### src/rtl/regfile_wb.sv
// regfile_wb: write-back end of the operand path.
// Holds the 8x16 general register file, the NZP condition codes and a
// per-register pending-write scoreboard.
//
// Ports:
//   clk, reset              rising-edge clock, asynchronous active-high reset
//   wb_valid/dest/data      write-back port from MEM/WB
//   wb_setcc                update NZP from wb_data (only with wb_valid)
//   issue_valid/dest        decode reserves a pending write to issue_dest
//   issue_stall             issue refused: destination counter saturated
//   sr1, sr2                source register indices
//   sr1_data, sr2_data      operand values with same-cycle write-through
//   sr1_busy, sr2_busy      source still has a pending write after this cycle
//   nzp                     condition codes {N,Z,P}
//   sb_err                  sticky scoreboard underflow flag
module regfile_wb #(
  parameter int unsigned NREG   = 8,
  parameter int unsigned PCNT_W = 2,
  localparam int unsigned IDX_W = $clog2(NREG)
) (
  input  logic             clk,
  input  logic             reset,
  input  logic             wb_valid,
  input  logic [IDX_W-1:0] wb_dest,
  input  logic [15:0]      wb_data,
  input  logic             wb_setcc,
  input  logic             issue_valid,
  input  logic [IDX_W-1:0] issue_dest,
  output logic             issue_stall,
  input  logic [IDX_W-1:0] sr1,
  input  logic [IDX_W-1:0] sr2,
  output logic [15:0]      sr1_data,
  output logic [15:0]      sr2_data,
  output logic             sr1_busy,
  output logic             sr2_busy,
  output logic [2:0]       nzp,
  output logic             sb_err
);

  logic [15:0]       regs_q [NREG];
  logic [PCNT_W-1:0] cnt_q  [NREG];
  logic [PCNT_W-1:0] cnt_d  [NREG];
  logic [2:0]        nzp_q, nzp_d;
  logic              sb_err_q, sb_err_d;
  logic              inc;

  // An issue to a saturated counter is dropped, even if a write-back to the
  // same register would free a slot this cycle.
  assign issue_stall = issue_valid && (cnt_q[issue_dest] == {PCNT_W{1'b1}});
  assign inc         = issue_valid && !issue_stall;

  // Read ports with write-through bypass.
  assign sr1_data = (wb_valid && (wb_dest == sr1)) ? wb_data : regs_q[sr1];
  assign sr2_data = (wb_valid && (wb_dest == sr2)) ? wb_data : regs_q[sr2];

  // Busy reflects the count after this cycle's write-back, ignoring any issue.
  assign sr1_busy = cnt_q[sr1] !=
                    ((wb_valid && (wb_dest == sr1)) ? PCNT_W'(1) : PCNT_W'(0));
  assign sr2_busy = cnt_q[sr2] !=
                    ((wb_valid && (wb_dest == sr2)) ? PCNT_W'(1) : PCNT_W'(0));

  assign nzp    = nzp_q;
  assign sb_err = sb_err_q;

  always_comb begin
    nzp_d = nzp_q;
    if (wb_valid && wb_setcc) begin
      if (wb_data[15])          nzp_d = 3'b100;
      else if (wb_data == '0)   nzp_d = 3'b010;
      else                      nzp_d = 3'b001;
    end
  end

  always_comb begin
    cnt_d    = cnt_q;
    sb_err_d = sb_err_q;
    for (int unsigned r = 0; r < NREG; r++) begin
      // Inc and dec on the same register cancel out.
      if (inc && (issue_dest == IDX_W'(r)) &&
          !(wb_valid && (wb_dest == IDX_W'(r)))) begin
        cnt_d[r] = cnt_q[r] + PCNT_W'(1);
      end else if (wb_valid && (wb_dest == IDX_W'(r)) &&
                   !(inc && (issue_dest == IDX_W'(r)))) begin
        if (cnt_q[r] == '0) sb_err_d = 1'b1;
        else                cnt_d[r] = cnt_q[r] - PCNT_W'(1);
      end
    end
  end

  always_ff @(posedge clk or posedge reset) begin
    if (reset) begin
      for (int unsigned r = 0; r < NREG; r++) begin
        regs_q[r] <= '0;
        cnt_q[r]  <= '0;
      end
      nzp_q    <= 3'b010;
      sb_err_q <= 1'b0;
    end else begin
      if (wb_valid) regs_q[wb_dest] <= wb_data;
      cnt_q    <= cnt_d;
      nzp_q    <= nzp_d;
      sb_err_q <= sb_err_d;
    end
  end

endmodule

### config.mk
export PLATFORM = sky130hd
export DESIGN_NAME = regfile_wb
export DESIGN_NICKNAME = d
export VERILOG_FILES = /design/src/rtl/regfile_wb.sv
export SDC_FILE = /design/constraint.sdc
export NUM_CORES = 1
export LEC_CHECK = 0
export CELL_PAD_IN_SITES_DETAIL_PLACEMENT = 0
export CELL_PAD_IN_SITES_GLOBAL_PLACEMENT = 2
export CORE_UTILIZATION = 23
export CTS_BUF_LIST = sky130_fd_sc_hd__clkbuf_8
export CTS_CLUSTER_DIAMETER = 120
export DETAILED_ROUTE_END_ITERATION = 10
export GPL_ROUTABILITY_DRIVEN = 0
export PLACE_DENSITY_LB_ADDON = 0.1
export SLEW_MARGIN = 20
export SYNTH_ARGS = -nofsm -noshare
export SYNTH_HDL_FRONTEND = slang
export SYNTH_SLANG_ARGS = --single-unit
export TNS_END_PERCENT = 10
### constraint.sdc
create_clock -name clk -period 9.6 [get_ports clk]
set_input_delay 1.92 -clock clk [delete_from_list [all_inputs] [get_ports clk]]
set_output_delay 1.92 -clock clk [all_outputs]
set_load 0.02 [all_outputs]
==> results.md, run 1 <==
- The initial antenna violation count was 0.
- The synthesized netlist devotes 4.07% of its cell area to compound gates.
- The worst setup timing slack at the placement stage is 2.52 ns.
- After clock tree synthesis, the clock-pin slew on the worst setup and hold paths is 0.09 ns.
- The number of clock buffers added by TritonCTS is 17.
- The critical setup path kind is in2out.
- In this run the cell area of the synthesized design comes to 8950 sq um.
- The yosys synthesis warning count is 0.
- The count of vias placed by the detailed router is 6105.
- The overall die area is 39700 sq um.
- The ratio of cells with drive above 1 in the final layout is 30.9%.
- The number of diodes is 0.
- The gate count after technology mapping is 728.
- The overall power is 2.00 mW.
- Along the worst path, the maximum fanout reaches 34.
- Derived from the worst setup path, the maximum achievable clock frequency is 142 MHz.
- The root buffer cell is sky130_fd_sc_hd__clkbuf_8.
- The top cell type by area accounts for 41.1% of the synthesized area.
- The first-pass detailed-route iteration total is 4.
- The tightest hold path in the finished design has a slack of 0.485 ns.
- STA classifies the critical path endpoint as an output port.
- The floorplan has 71 rows.
- Of the available clock period, the critical path in the final layout requires 73.1%.
- Entering global routing, the biggest net connects 77 pins.
- The number of slew-limit violations in the final report was 0.
- Setup repair after global routing left no endpoint under its margin.
- The area growth from synthesis to layout is 17.4%.
- Once the floorplan was initialized, standard cells occupied 23.6% of the core.
- The number of global-route vias before repair is 6503.
- Ranked by total cell area, the synthesized netlist is headed by sky130_fd_sc_hd__dfrtp_1 41%, sky130_fd_sc_hd__mux4_2 17%, sky130_fd_sc_hd__mux2_2 14%.
- The worst setup path is launched from a primary input.
- The area of the core is 37900 sq um.
- The setup TNS is 0 ns.
- TritonCTS built the clock tree.
- The final number of hold-violating endpoints was 0.
- The count of maximum capacitance violations is 0.
- Once detailed placement completed, the half-perimeter wirelength came to 17.6 mm.
- Setup slack on the critical path of the routed design comes to 2.58 ns.
- VDD sags by at most 80.0 uV.
- The required arrival time at the worst endpoint is 7.68 ns.
- The combined global-route utilization of all metal layers is 15.3%.
- The number of setup violations in the final report is 0.
- On the final layout, the worst clock skew is 0.00770 ns.
- The number of antenna-violating nets in the routed design is 0.
- Buffers inserted to repair hold after CTS numbered 0.
- Input and output buffers added on the ports amount to 71.
- The main combinational cell family by area after synthesis is multiplexers.
- For this run, the post-layout net count is 820.
- Headroom to the max-slew limit came out at 22.5%.
- At the pin with the least slew margin, the transition time is 1.16 ns.
- The power per cell area is 190 nW/um^2.
- The number of I/O pins is 72.
- At the later pin of the worst-skew pair, clock insertion delay measures 0.47 ns.
- The final layout contains routed wiring with a total length of 28.4 mm.
- After Yosys synthesis, XOR and XNOR cells account for 0.587% of the synthesized area.
- The biggest area contributor in the post-synthesis netlist is sky130_fd_sc_hd__dfrtp_1.
- The width of the die is 199 um.
- For this run, asynchronously set or reset flops after synthesis account for 100%.
- After filler insertion, the fill cell instance count of the layout stands at 3940.
- The post-CTS repair timing setup buffer count is 0.
- Of the total synthesized cell area, the portion taken by AND, OR, NAND and NOR gates is 10.6%.
- The worst path in the final design needs a cycle of 7.02 ns, including I/O delays and setup.
- The synthesized area per cell is 12.3 sq um.
- The count of flip-flops with a built-in enable after synthesis is 0.
- The clock tree synthesis step divided the H-tree into 4 levels.
- The path type of the worst min-delay path is reg2reg.
- The first routing iteration left 417 violations.
- The portion of synthesized area spent on multiplexers is 37.1%.
- The area occupied by registers is 3700 sq um.
- The synthesized design contains 148 register bits.
- The run finished with clean final reports.
- In the routed design, unresolved DRC markers number 0.
- The clock sink total is 148.
- The synthesized netlist contains 43 unique library cells.
- The y dimension of the die is 199 um.
- At the worst endpoint, the arrival time is 5.10 ns.
- Global routing finished with a remaining overflow of 0.
- Counting along the longest clock path gives a buffer depth of 2.
- The share of synthesized cell area in full adder, half adder and majority cells is 2.24%.
- The first-pass GRT wire length is 43.4 mm.
- The multi-input combinational cells in the finished layout cover a total of 4910 sq um.
- The final routed wire length divided by cell count is 21.9 um.
- The number of vias per cell is 4.71.
- The leakage power summed over all cells is 4.31 nW.
- Post-CTS repair changed the size of 0 cells.
- The share of synthesized area occupied by flip-flops and latches is 41.4%.
- Among all flip-flop cells after synthesis, the most frequent one is sky130_fd_sc_hd__dfrtp_1.
- Synthesis produced a netlist with a net count of 777.
## cells in the mapped netlist, types with 3 or more instances
master,number
sky130_fd_sc_hd__nor3_1,4
sky130_fd_sc_hd__mux4_1,8
sky130_fd_sc_hd__buf_4,8
sky130_fd_sc_hd__nor4b_1,6
sky130_fd_sc_hd__buf_2,25
sky130_fd_sc_hd__buf_6,3
sky130_fd_sc_hd__nand2b_1,3
sky130_fd_sc_hd__nor2b_1,18
sky130_fd_sc_hd__inv_1,12
sky130_fd_sc_hd__dfrtp_1,147
sky130_fd_sc_hd__xnor2_1,6
sky130_fd_sc_hd__nor2_1,50
sky130_fd_sc_hd__o21ai_0,23
sky130_fd_sc_hd__clkbuf_1,22
sky130_fd_sc_hd__mux2i_1,33
sky130_fd_sc_hd__nor4_1,5
sky130_fd_sc_hd__nand4_1,3
sky130_fd_sc_hd__mux4_2,66
sky130_fd_sc_hd__mux2_2,115
sky130_fd_sc_hd__a21oi_1,34
sky130_fd_sc_hd__nand3_1,4
sky130_fd_sc_hd__nand2_1,84
sky130_fd_sc_hd__nor3b_1,8
sky130_fd_sc_hd__ha_1,16
## state kept, by name, indices dropped and copies added, names as in the netlist
| register | cells |
|---|---|
| cnt_q | 16 |
| nzp | 3 |
| regs_q | 128 |
| sb_err | 1 |
## kinds of logic after synthesis
family                     after synthesis
xor gates and xnor gates                 6
buffers and inverters                   72
AOI/OAI and AO/OA                       66
muxes                                  222
adders and majority gates               16
DFF                                    148
and+or+nand+nor                        198
## report_power, final
part | internal, mW | switching (mW) | leakage (nW)
clock network | 0.259 | 0.277 | 0.195
registers | 0.752 | 0.110 | 1.80
logic | 0.340 | 0.259 | 2.31
## final timing paths
check	startpoint	endpoint	slack [ns]	cells after the start
worst min register to register	nzp[1]	nzp[1]	0.49	2
max in group asynchronous	reset	regs_q[103]	6.39	3
worst min-delay path	nzp[1]	nzp[1]	0.49	2
min in group asynchronous	reset	regs_q[91]	1.96	2
worst max register to register	cnt_q[2]	sb_err	7.14	8
worst max-delay path	sr1[0]	sr1_busy	2.58	8
## layout by cell type (no fill, tap or decap), drive strengths merged, types with 8 or more instances in the layout
cell type      Yosys  final
nor2b             18     18
nor2              51     51
mux2             115    115
nor3b              8      8
buf               37     16
ha                16     16
o21ai             25     25
mux4              74     74
mux2i             33     33
clkbuf            22     17
a21oi             34     34
nand2             84     84
clkdlybuf4s50      0     67
inv               12     15
dfrtp            147    147
## worst max-delay path, cell delays in order
cell and delay, ns:
sky130_fd_sc_hd__clkdlybuf4s50_1 1.23, sky130_fd_sc_hd__buf_4 0.42, sky130_fd_sc_hd__xnor2_1 0.15, sky130_fd_sc_hd__nand4_1 0.10
sky130_fd_sc_hd__buf_4 0.31, sky130_fd_sc_hd__a221oi_2 0.28, sky130_fd_sc_hd__o21ai_1 0.11, sky130_fd_sc_hd__clkdlybuf4s50_1 0.56
## layout make-up
| type | instances | area share (%) |
|---|---|---|
| clock inverters | 15 | 1.73 |
| clock buffers | 17 | 2.23 |
| repair buffers | 83 | 7.47 |
| flip-flops and latches | 148 | 35.3 |
| inverters | 13 | 0.512 |
| well taps | 511 | 6.09 |
| multi-input cells | 508 | 46.7 |
## metrics by stage
step                      instance area (sq um)  utilization (%)  std cells
after global routing                      10500             27.7       1295
after global placement                    10100             26.6       1263
after CTS                                 10500             27.7       1295
final                                     10500             27.7       1295
after detailed placement                  10100             26.6       1263
after floorplan                            8950                -        728
## per-layer routing
metal	part of all wire, %	global-route usage (%)
met1	47	21.0
met2	47	24.8
met3	4.1	2.73
met4	1.2	3.70
met5	0	0
No activity file was read; power rests on OpenSTA's default activity.
==> run 2, diff against run 1 <==
clock period = 5.7 ns   (was 9.6 ns; I/O delays follow)
==> run 2 against run 1 <==
- routed wire length grew 2.3%
- final area rose by 0.13%
- combinational power is 70% higher
- critical endpoint is now sr1_data[10]
- highest routed layer unchanged
==> results.md, run 2 (synthesis results as in run 1) <==
- The critical path in this run is classified as in2out.
- For this run the aggregate overflow at the end of global routing stands at 0.
- Wire segments on met3 add up to 917 um in the final route.
- The root buffer cell is sky130_fd_sc_hd__clkbuf_8.
- Setup repair after global routing left no endpoint under its margin.
- The first-pass GRT wire length is 44.1 mm.
- The count of unresolved DRC violations after routing is 0.
- The area growth from synthesis to layout is 17.6%.
- The number of setup buffers added after CTS is 0.
- The starting density of the core is 23.6%.
- The analysis attributes to net switching a power of 1.04 mW.
- The initial antenna violation count was 0.
- Leaving out fill and tap cells, the most frequent cell in the layout is sky130_fd_sc_hd__dfrtp_1.
- The critical path arrival is 4.10 ns.
- The final number of hold-violating endpoints is 0.
- The worst hold slack is 0.500 ns.
- The number of antenna diodes in the final layout is 0.
- The final HPWL from detailed placement is 18.3 mm.
- For the pin with the worst max-slew slack, the measured transition is 0.917 ns.
- The total met2 wirelength after detailed routing is 14.0 mm.
- STA classifies the critical path endpoint as an output port.
- The sequential cells in the finished layout cover a total of 3700 sq um.
- The width of the die is 199 um.
- The analysis attributes to cell leakage a power of 4.36 nW.
- The worst path needs 5.24 ns of the cycle, external delays included.
- The core region is 37900 sq um.
- For the final database, setup skew stands at 0.00689 ns.
- Max-cap violations in this run came to 0.
- The number of antenna-violating nets in the routed design is 0.
- After clock tree synthesis, the flow added hold-fix buffers numbering 0.
- The worst setup timing slack at the placement stage is 0.383 ns.
- The pin count of the biggest net entering global routing is 93.
- The internal portion of the total power is 2.22 mW.
- The path type of the worst min-delay path is reg2reg.
- Ranked by flip-flop count, first place goes to regs_q.
- The TritonCTS buffer count is 17.
- For this design the ratio of total power to cell area is 311 nW/um^2.
- For this block, wires on met1 add up to 13.6 mm.
- The multi-input combinational cell area is 4900 sq um.
- In this run the tool buffered the top-level ports with 71 buffer cells.
- The clock-pin slew on the worst setup and hold paths is 0.08 ns.
- In the finished design, the share of the clock period the worst path needs comes to 91.9%.
- The number of slew-limit violations in the final report came to 0.
- The worst supply voltage drop on vdd is 129 uV.
- The ratio of cells with drive above 1 in the final layout is 30.4%.
- The fill cell total of the finished layout is 3938.
- The final layout contains routed wiring with a total length of 29.1 mm.
- The post-cts resize count is 0.
- Net switching is 32.0% of the power.
- 72 I/O pins were placed.
- The run finished with clean final reports.
- The clock net in this run drives a total of 148 sinks.
- The number of setup violations in the final report is 0.
- After detailed routing, the number of vias per cell comes to 4.77.
- The proportion of power drawn by the clock network is 24.2%.
- The clock tree buffer depth is 2.
- In this run the worst path has a maximum fanout of 14.
- The worst pin sits at a relative slew slack of 38.7%.
- The overall die area is 39700 sq um.
- After layout, the worst setup slack is 0.461 ns.
- The clock tree from TritonCTS is yes.
- After the first detailed-routing iteration, the DRC count stood at 286.
- The first-pass detailed-route iteration total is 4.
- The count of vias placed by the detailed router is 6202.
- Row generation in the floorplan step produced 71 rows.
- Static timing analysis puts the maximum clock frequency at 191 MHz.
- Of the total power, combinational logic draws 31.3%.
- In the final routed layout, each cell accounts on average for 22.4 um.
- The top routing layer in use is met4.
- The combined global-route utilization of all metal layers is 15.5%.
- The insertion delay of the later-clocked pin in the worst-skew pair is 0.45 ns.
- The register share of total power is 44.5%.
- The number of global-route vias before repair is 6676.
- The register with the most flip-flops in the layout has 128 of them.
- The count of H-tree levels built during CTS is 4.
- The die is 199 um tall.
- The net count reported at finish is 825.
- For the worst setup path, the data required time is 4.56 ns.
- In the final timing run, aggregate negative setup slack is 0 ns.
- In the layout the commonest cells are 147 x sky130_fd_sc_hd__dfrtp_1, 115 x sky130_fd_sc_hd__mux2_2, 84 x sky130_fd_sc_hd__nand2_1.
- The startpoint type of the worst setup path is a primary input.
run 2: changes by cell type in the layout (fill, tap and decap cells not counted), sizes merged:
cell,previous run,this run
bufinv,3,1
inv,15,19
clkbuf,17,21
clkinvlp,5,1
buf,16,21
clkinv,5,3
run 2: final timing paths:
check | from | to | slack [ns] | depth (start not counted)
worst max register to register | cnt_q[4] | sb_err | 3.36 | 8
max in group asynchronous | reset | regs_q[55] | 3.33 | 3
worst min register to register | nzp[1] | nzp[1] | 0.50 | 2
worst min-delay path | nzp[1] | nzp[1] | 0.50 | 2
min in group asynchronous | reset | regs_q[123] | 1.25 | 2
worst max-delay path | wb_dest[1] | sr1_data[10] | 0.46 | 6
run 2: cell type report:
class,count,share of cell area (%)
multi-input combinational,508,46.6
sequential,148,35.2
timing repair buffer,88,8.14
tap,511,6.08
clock buffer,21,2.75
clock inverter,11,0.702
inverter,13,0.511
run 2: worst max-delay path: stages:
cell                              delay, ns
sky130_fd_sc_hd__clkdlybuf4s50_1       0.77
sky130_fd_sc_hd__xnor2_1               0.17
sky130_fd_sc_hd__nand4_1               0.74
sky130_fd_sc_hd__buf_4                 0.49
sky130_fd_sc_hd__a21oi_1               0.15
sky130_fd_sc_hd__clkdlybuf4s50_1       0.62
run 2: per-stage QoR:
step	util [%]	total power, mW	cells	cell area, sq um
2_1_floorplan	-	2.12	728	8950
3_3_place_gp	26.8	2.49	1268	10200
3_5_place_dp	26.8	2.51	1268	10200
4_1_cts	27.7	3.32	1300	10500
5_1_grt	27.7	3.47	1300	10500
6_report	27.7	3.27	1300	10500
run 2: metal layers:
| layer | vias up | global-route usage (%) |
|---|---|---|
| met3 | 26 | 2.55 |
| met4 | 0 | 4.79 |
| li1 | 2764 | - |
| met2 | 121 | 25.3 |
| met1 | 3291 | 20.7 |
| met5 | - | 0 |
run 2: power by group through the flow:
stage / sequential, mW / clock (mW) / combinational (mW)
6_report: 1.45 / 0.791 / 1.02
3_5_place_dp: 1.47 / 0 / 1.04
5_1_grt: 1.49 / 0.876 / 1.11
4_1_cts: 1.45 / 0.831 / 1.04
3_3_place_gp: 1.46 / 0 / 1.03
2_1_floorplan: 1.40 / 0 / 0.722
==> run 3, diff against run 2 <==
RECOVER_POWER = 50   (was not set)
==> run 3 against run 2 <==
- the flow now finishes with violations (capacitance limit, slew limit)
- non-clock buffer count is the same
- worst setup slack lost 0.026 ns
- clock power is essentially flat
- largest cell class unchanged
- highest routed layer unchanged
==> results.md, run 3 (synthesis results as in run 1) <==
- The kind of end point of the critical path is an output port.
- Leaving out fill and tap cells, the most frequent cell in the layout is sky130_fd_sc_hd__dfrtp_1.
- regs_q holds more flip-flops than any other register.
- TritonCTS built the clock tree.
- IR analysis of the VDD net gives a maximum drop of 130 uV.
- The count of buffers from port buffering is 71.
- Measured in cells, the most critical reg-to-reg path has a length of 8.
- In this run, flip-flops and latches consume 44.6% of the power.
- The proportion of power drawn by the clock network is 24.3%.
- The initial antenna violation count is 0.
- The net switching power of the design is 1.04 mW.
- The net count reported at finish is 825.
- Headroom to the max-slew limit came out at -154%.
- The number of slew-limit violations in the final report is 112.
- The count of maximum capacitance violations is 2.
- The run finished, with violations left.
- The launch instance of the worst register-to-register path is cnt_q[5].
- The first-pass detailed-route iteration total is 6.
- The clock tree buffer depth is 2.
- The number of setup violations in the final report is 0.
- The final routed wire length divided by cell count is 22.3 um.
- Clock tree synthesis selected as its root buffer the cell sky130_fd_sc_hd__clkbuf_8.
- The clock sink total is 148.
- The flip-flop count of the largest register, all copies and words added is 128.
- After clock tree synthesis, the clock-pin slew on the worst setup and hold paths is 0.08 ns.
- Along the worst path, the maximum fanout reaches 14.
- In the routed design, unresolved DRC markers number 0.
- The overall die area is 39700 sq um.
- The insertion delay of the later-clocked pin in the worst-skew pair is 0.46 ns.
- The final reports fail on capacitance limit, slew limit.
- The first global-routing pass estimated 44.1 mm of wire.
- The number of hold buffers added after cts is 0.
- The number of global-route vias before repair is 6676.
- For this configuration, the core starts out at a cell density of 23.6%.
- Counting instances, the worst hold path has a depth of 2.
- Power comes to 3.27 mW.
- The number of vias per cell is 4.77.
- Once detail routing completed, the nets flagged for antenna violations numbered 0.
- In this run, the number of DRC markers left after iteration 0 of detailed routing was 255.
- The final route contains 6199 vias.
- The area growth from synthesis to layout is 17.3%.
- The critical setup path kind is in2out.
- For the worst setup path, the data required time is 4.56 ns.
- The combined global-route utilization of all metal layers is 15.5%.
- The setup skew after layout is 0.00690 ns.
- Fill cells in the final layout number 3940.
- Combinational logic burns 31.2% of the power.
- The final number of hold-violating endpoints is 0.
- The number of cell rows is 71.
- The setup TNS is 0 ns.
- The number of I/O pins is 72.
- The worst path in the final design needs a cycle of 5.27 ns, including I/O delays and setup.
- The width of the die is 199 um.
- In this run, CTS created clock tree buffers numbering 17.
- Setup repair after global routing left no endpoint under its margin.
- After global routing the overflow that remains totals 0.
- The worst setup path is launched from a primary input.
- The ratio of cells with drive above 1 in the final layout is 30.0%.
- Net switching is 32.0% of the power.
- The sum of routed wire length over all layers is 29.0 mm.
- In this run the worst hold path is classified as reg2reg.
- The top cell types in the final layout, fill and taps aside, are 147 x sky130_fd_sc_hd__dfrtp_1, 115 x sky130_fd_sc_hd__mux2_2, 84 x sky130_fd_sc_hd__nand2_1.
- Once the clock tree was built, the setup fixing pass inserted 0 buffers.
- The source of the critical timing path is wb_dest[1].
- The total internal power is 2.22 mW.
- The area of the core is 37900 sq um.
- The critical path arrival is 4.13 ns.
- Dividing total power by cell area gives a power density of 311 nW/um^2.
- The peak clock frequency supported by timing is 190 MHz.
- The count of H-tree levels built during CTS is 4.
- The beginning of the worst hold path is nzp[1].
- The y dimension of the die is 199 um.
- The slew at the pin with the worst max-slew slack is 3.82 ns.
- The number of diodes is 0.
- The post-cts resize count is 0.
- Once detailed placement completed, the half-perimeter wirelength came to 18.3 mm.
- Entering global routing, the biggest net connects 93 pins.
- The leakage power summed over all cells is 4.35 nW.
- After layout, the worst path uses 92.4% of the clock period.
[run 3: cell type report]
class | instances | area, sq um | share of cell area, %
multi-input cells | 508 | 4890 | 46.6
clock buffers | 21 | 289 | 2.75
well taps | 511 | 639 | 6.09
clock inverters | 11 | 73.8 | 0.704
repair buffers | 88 | 850 | 8.10
flip-flops and latches | 148 | 3700 | 35.3
inverters | 13 | 48.8 | 0.465
[run 3: power groups by stage]
stage / sequential, mW / combinational (mW) / clock [mW]
final: 1.45 / 1.02 / 0.792
after global routing: 1.49 / 1.11 / 0.876
after CTS: 1.45 / 1.04 / 0.831
after detailed placement: 1.47 / 1.04 / 0
after global placement: 1.46 / 1.03 / 0
after floorplan: 1.40 / 0.722 / 0
[run 3: worst paths after layout]
kind | end | slack [ns]
setup / recovery | sr1_data[10] | 0.43
hold / removal | nzp[1] | 0.50
setup reg to reg | sb_err | 3.37
hold reg to reg | nzp[1] | 0.50
max in group asynchronous | nzp[0] | 0.93
min in group asynchronous | regs_q[123] | 2.56
[run 3: through the flow]
stage               setup WS [ns]  cells  hold slack [ns]  util, %  instance area [sq um]
detailed placement          0.383   1268            0.483     26.8                  10200
finish                      0.435   1300            0.500     27.7                  10500
CTS                         0.459   1300            0.508     27.7                  10500
global placement            0.515   1268            0.471     26.8                  10200
global route                0.212   1300            0.535     27.7                  10500
floorplan                   0.582    728            0.452        -                   8950
[run 3: worst max-delay path, stage by stage]
cell and delay (ns):
sky130_fd_sc_hd__dlygate4sd3_1 0.80, sky130_fd_sc_hd__xnor2_1 0.17, sky130_fd_sc_hd__nand4_1 0.74, sky130_fd_sc_hd__buf_4 0.50, sky130_fd_sc_hd__a21oi_1 0.15, sky130_fd_sc_hd__clkdlybuf4s50_1 0.62
[run 3: layer usage]
layer,vias up,GRT usage [%],part of all wire (%)
met5,-,0,0
met2,132,25.3,48
met4,0,4.79,2.0
met3,26,2.55,3.0
met1,3274,20.7,47
li1,2767,-,-
==> RTL edit 1, RTL diff (config.mk and constraints of run 3) <==
`PCNT_W`: 2 -> 3.
--- a/src/rtl/regfile_wb.sv
+++ b/src/rtl/regfile_wb.sv
@@ -16,5 +16,5 @@
 module regfile_wb #(
   parameter int unsigned NREG   = 8,
-  parameter int unsigned PCNT_W = 2,
+  parameter int unsigned PCNT_W = 3,
   localparam int unsigned IDX_W = $clog2(NREG)
 ) (
Function: changed (a bounded check fails within 4 cycles, from zero or initial values and one cycle with reset high).
==> RTL edit 1 against run 3 <==
- the run still ends with max-capacitance violations, max-slew violations left
- utilization down 0.10 points
- synthesized area up 7.1%
- total power up 24%
- critical path depth unchanged
- maximum frequency up 11%
- design area up 7.5%
- wire length up 7.1%
- sequential cell count up 8
- setup slack better by 0.51 ns
- largest power group unchanged
==> RTL edit 1: results (changes against run 3) <==
placement:
  io_buffers: 71  # unchanged
  place_hpwl_mm: 21.2  # +15%
  dp.cells: 1358  # +7.1%
job:
  maxCapViolCount: 2  # unchanged
layout:
  antennaDiodeCount: 0  # unchanged
  regMostFlops: "regs_q"
  n_fill_cell: 4264  # +8.2%
  drive_above_1_share: 0.302  # +0.00184
  final_nets: 902  # +9.3%
  instances_no_fill: 1389  # +6.8%
power_and_ir_drop:
  sw_frac_of_total: 0.345  # +0.0254
  total_leakage_power_nw: 4.59  # +5.6%
  ir_worst_vdd_v: 0.000148  # +15%
synthesis:
  syn_nets: 840  # +8.1%
  synth_cells: 783  # +7.6%
  synth_cell_type_count: 56  # +30%
  synthTopCellsByArea: "dfrtp_1, mux4_2, mux2_2, mux2i_1, nand2_1"
  ys_warn_count: 0  # unchanged
  yosysSeqAreaShare: 0.407  # -0.00652
  synthMostInstantiatedCell: "dfrtp_1"
  synth.top_cells.by_count: "dfrtp_1, mux2_2, mux4_2"
hold_path:
  hold_path_class: "flop to flop"
critical_path:
  arrival_ns: 3.62  # -0.51 ns
  rrSetupSlack_ns: 2.75  # -0.62 ns
  crit_slowest_cell: "clkdlybuf4s50_1"
  critPathMaxStageDelay_ns: 0.68  # -0.12 ns
  crit_fanout: 15  # +1
global_routing:
  track_usage: 0.155  # +0.000433
  grt_max_degree: 87  # -6.5%
  grt_pass1_vias: 7115  # +6.6%
  grt_pass1_wl_mm: 47.1  # +6.9%
sta:
  relSlewSlack: -1.42  # +0.121
  maxSlewViolCount: 106  # -5.4%
  fin_tns_setup_ns: 0  # unchanged
  finClkSkew_ns: 0.0140  # +0.00712 ns
routing:
  wirelength_mm: 31.1  # +7.1%
  vias: 6648  # +7.2%
  firstDrtPassIters: 5  # -1
  detailedRoute.firstIterationViolations: 329  # +29%
clocking:
  htreeDepth: 4  # unchanged
  clk_pin_slew_ns: 0.09
  clock_latency_ns: 0.48  # +0.02 ns
  post_cts_resized: 0  # unchanged
  cts_made_buffers: 17  # unchanged
outcome:
  violations: "max-capacitance violations, max-slew violations"
  status: "finished, violations left"
-- RTL edit 1: worst paths after layout --
check / from / end / cells after the start
max in group asynchronous: reset / regs_q[82] / 2
worst max register to register: cnt_q[6] / cnt_q[2] / 11
worst max-delay path: issue_dest[0] / issue_stall / 6
worst min-delay path: nzp[1] / nzp[1] / 2
worst min register to register: nzp[1] / nzp[1] / 2
min in group asynchronous: reset / sb_err / 2
-- RTL edit 1: metal layers --
layer  routed length [um]  track usage  up-vias
met5                    0            0        -
met4                  646       0.0481        0
met3                  960       0.0282       28
met2                15100        0.256      132
met1                14400        0.205     3493
li1                     -            -     2995
-- RTL edit 1: worst min-delay path: stages, from the launching register on --
cell	delay (ns)
dfstp_2	0.38
nand2_1	0.04
o21ai_0	0.07
-- RTL edit 1: cell families (layout without fill, tap and decap cells) --
group	count (synthesis)	after routing	share of synthesized area
muxes	221	221	0.340
AOI/OAI and AO/OA	91	91	0.0571
xor gates and xnor gates	11	11	0.0101
buffers and inverters	86	160	0.0487
adders and majority gates	24	24	0.0376
and+or+nand+nor	194	194	0.0992
DFF	156	156	0.407
-- RTL edit 1: final cells by class --
type,count,area [um^2],area share
well taps,532,666,0.0590
repair buffers,103,952,0.0844
inverters,26,97.6,0.00865
flip-flops and latches,156,3910,0.346
clock buffers,19,262,0.0232
clock inverters,12,188,0.0166
multi-input cells,541,5210,0.462
-- RTL edit 1: power groups by stage --
stage | combinational [mW] | sequential, mW | clock [mW]
final | 1.38 | 1.69 | 0.965
after detailed placement | 1.40 | 1.72 | 0
after CTS | 1.41 | 1.69 | 1.02
after floorplan | 0.991 | 1.61 | 0
after global routing | 1.52 | 1.75 | 1.05
after global placement | 1.37 | 1.69 | 0
-- RTL edit 1: through the flow --
step                 util  setup WS (ns)  total power, mW  hold slack (ns)  cell area (um^2)
finish              0.276          0.941             4.04            0.494             11300
global route        0.276          0.408             4.32            0.530             11300
CTS                 0.276          0.923             4.12            0.504             11300
detailed placement  0.265          0.933             3.11            0.484             10800
global placement    0.265           1.02             3.06            0.474             10800
floorplan               -          0.355             2.60            0.457              9580
==> RTL edit 2, RTL diff (settings of run 3) <==
Made on the original files. Register the output `sb_err` once more, with the module's reset; this adds one clock of latency there. The other outputs are not delayed to match.
--- a/src/rtl/regfile_wb.sv
+++ b/src/rtl/regfile_wb.sv
@@ -61,5 +61,11 @@
 
   assign nzp    = nzp_q;
-  assign sb_err = sb_err_q;
+  always_ff @(posedge clk or posedge reset) begin
+    if (reset) begin
+      sb_err <= '0;
+    end else begin
+      sb_err <= sb_err_q;
+    end
+  end
 
   always_comb begin
Behaviour: not the same (Yosys sat finds a counterexample within 4 cycles, from zero or initial values and one cycle with reset high).
==> RTL edit 2 against run 3 <==
- the run still ends with max-capacitance violations, max-slew violations left
- global-route usage is 0.085 points lower
- synthesized cell count is 0.14% higher
- design area is 0.51% higher
- setup slack better by 0.45 ns
- register-to-register slack worse by 0.19 ns
- synthesized area hardly changed
- via count is 1.5% lower
- worst hold slack worse by 0.092 ns
- sequential cell count is 1 higher
- wire length is 0.77% lower
- total power is 1.6% higher
- sequential share of layout area is 0.057 points higher
- critical endpoint is now sr2_data[4]
==> RTL edit 2: results (changes against run 3) <==
routing:
  wl_met3_um: 890  # +1.5%
  wl_met1_mm: 13.7  # +0.37%
  wirelength_mm: 28.8  # -0.77%
  wl_met2_mm: 13.8  # -0.98%
  firstDrtPassIters: 4  # -2
  detailedRoute.firstIterationViolations: 294  # +15%
  via_per_inst: 4.69  # -1.7%
  wl_per_cell_um: 22.1  # -1.0%
synthesis:
  async_flop_share: 1.00  # unchanged
  yosysSeqAreaShare: 0.417  # +0.00274
  synth_cells: 729  # +0.14%
  syn_nets: 778  # +0.13%
  synth.top_cells.by_count: "dfrtp_1, mux2_2, nand2_1"
critical_path:
  crit_fanout: 26  # +12
  arrival_ns: 3.68  # -0.45 ns
  critPathMaxStageDelay_ns: 0.83  # +0.03 ns
placement:
  place_hpwl_mm: 18.4  # +0.29%
  postPlaceCellArea_um2: 10200  # +0.14%
  dp.cells: 1271  # +0.24%
  place_ws_ns: 0.940  # +0.558 ns
power_and_ir_drop:
  sw_frac_of_total: 0.324  # +0.00425
  total_leakage_power_nw: 4.33  # -0.40%
  ir_worst_vdd_v: 0.000148  # +14%
outcome:
  status: "finished, violations left"
  violations: "max-capacitance violations, max-slew violations"
sta:
  maxSlewViolCount: 92  # -18%
  worst_pin_slew_ns: 3.56  # -0.262 ns
  finClkSkew_ns: 0.0118  # +0.00486 ns
clocking:
  clock_latency_ns: 0.48  # +0.02 ns
layout:
  final_nets: 828  # +0.36%
  drive_above_1_share: 0.311  # +0.0102
global_routing:
  grt_pass1_wl_mm: 43.4  # -1.6%
  antenna_found_initial: 0  # unchanged
  track_usage: 0.154  # -0.000847
  grt_util_met2: 0.252  # -0.00142
  use_met3: 0.0270  # +0.00152
job:
  maxCapViolCount: 2  # unchanged
[RTL edit 2: cell types whose count changed after synthesis, moves of 2 or more]
cell	run 3	this run
buf_1	1	3
clkbuf_1	22	20
mux4_1	8	6
mux4_2	66	68
[RTL edit 2: power by group through the flow]
stage,registers [mW],logic (mW),clock network [mW]
global route,1.49,1.10,0.926
global placement,1.47,1.02,0
finish,1.46,1.02,0.844
CTS,1.46,1.04,0.879
detailed placement,1.48,1.03,0
floorplan,1.41,0.718,0
[RTL edit 2: final cells by class]
class	instances	area, um^2
fill	3938	27500
multi-input combinational	508	4880
sequential	149	3730
timing repair buffer	90	858
tap	511	639
clock buffer	18	248
clock inverter	14	139
inverter	13	50.0
[RTL edit 2: cells by family after synthesis]
family,share of synthesized area
buf+inv,0.0393
flops,0.417
xor+xnor,0.00587
fa+ha+maj,0.0224
simple gates,0.105
mux,0.370
compound gates,0.0400
[RTL edit 2: path summary, 6_finish.rpt]
| check | to | start | depth (start not counted) | slack [ns] |
|---|---|---|---|---|
| max reg2reg | sb_err_q | cnt_q[5] | 8 | 3.18 |
| max in group asynchronous | regs_q[102] | reset | 2 | 1.91 |
| min in group asynchronous | regs_q[124] | reset | 2 | 2.15 |
| min | sb_err | sb_err_q | 0 | 0.41 |
| max | sr2_data[4] | wb_dest[1] | 6 | 0.88 |
| min reg2reg | sb_err | sb_err_q | 0 | 0.41 |
[RTL edit 2: worst max-delay path, delay by kind of cell]
family                 cells  cell delay, ns
AO/OA/AOI/OAI              1            0.18
XOR/XNOR                   1            0.20
buffers and inverters      3            1.83
AND/OR/NAND/NOR            1            0.31
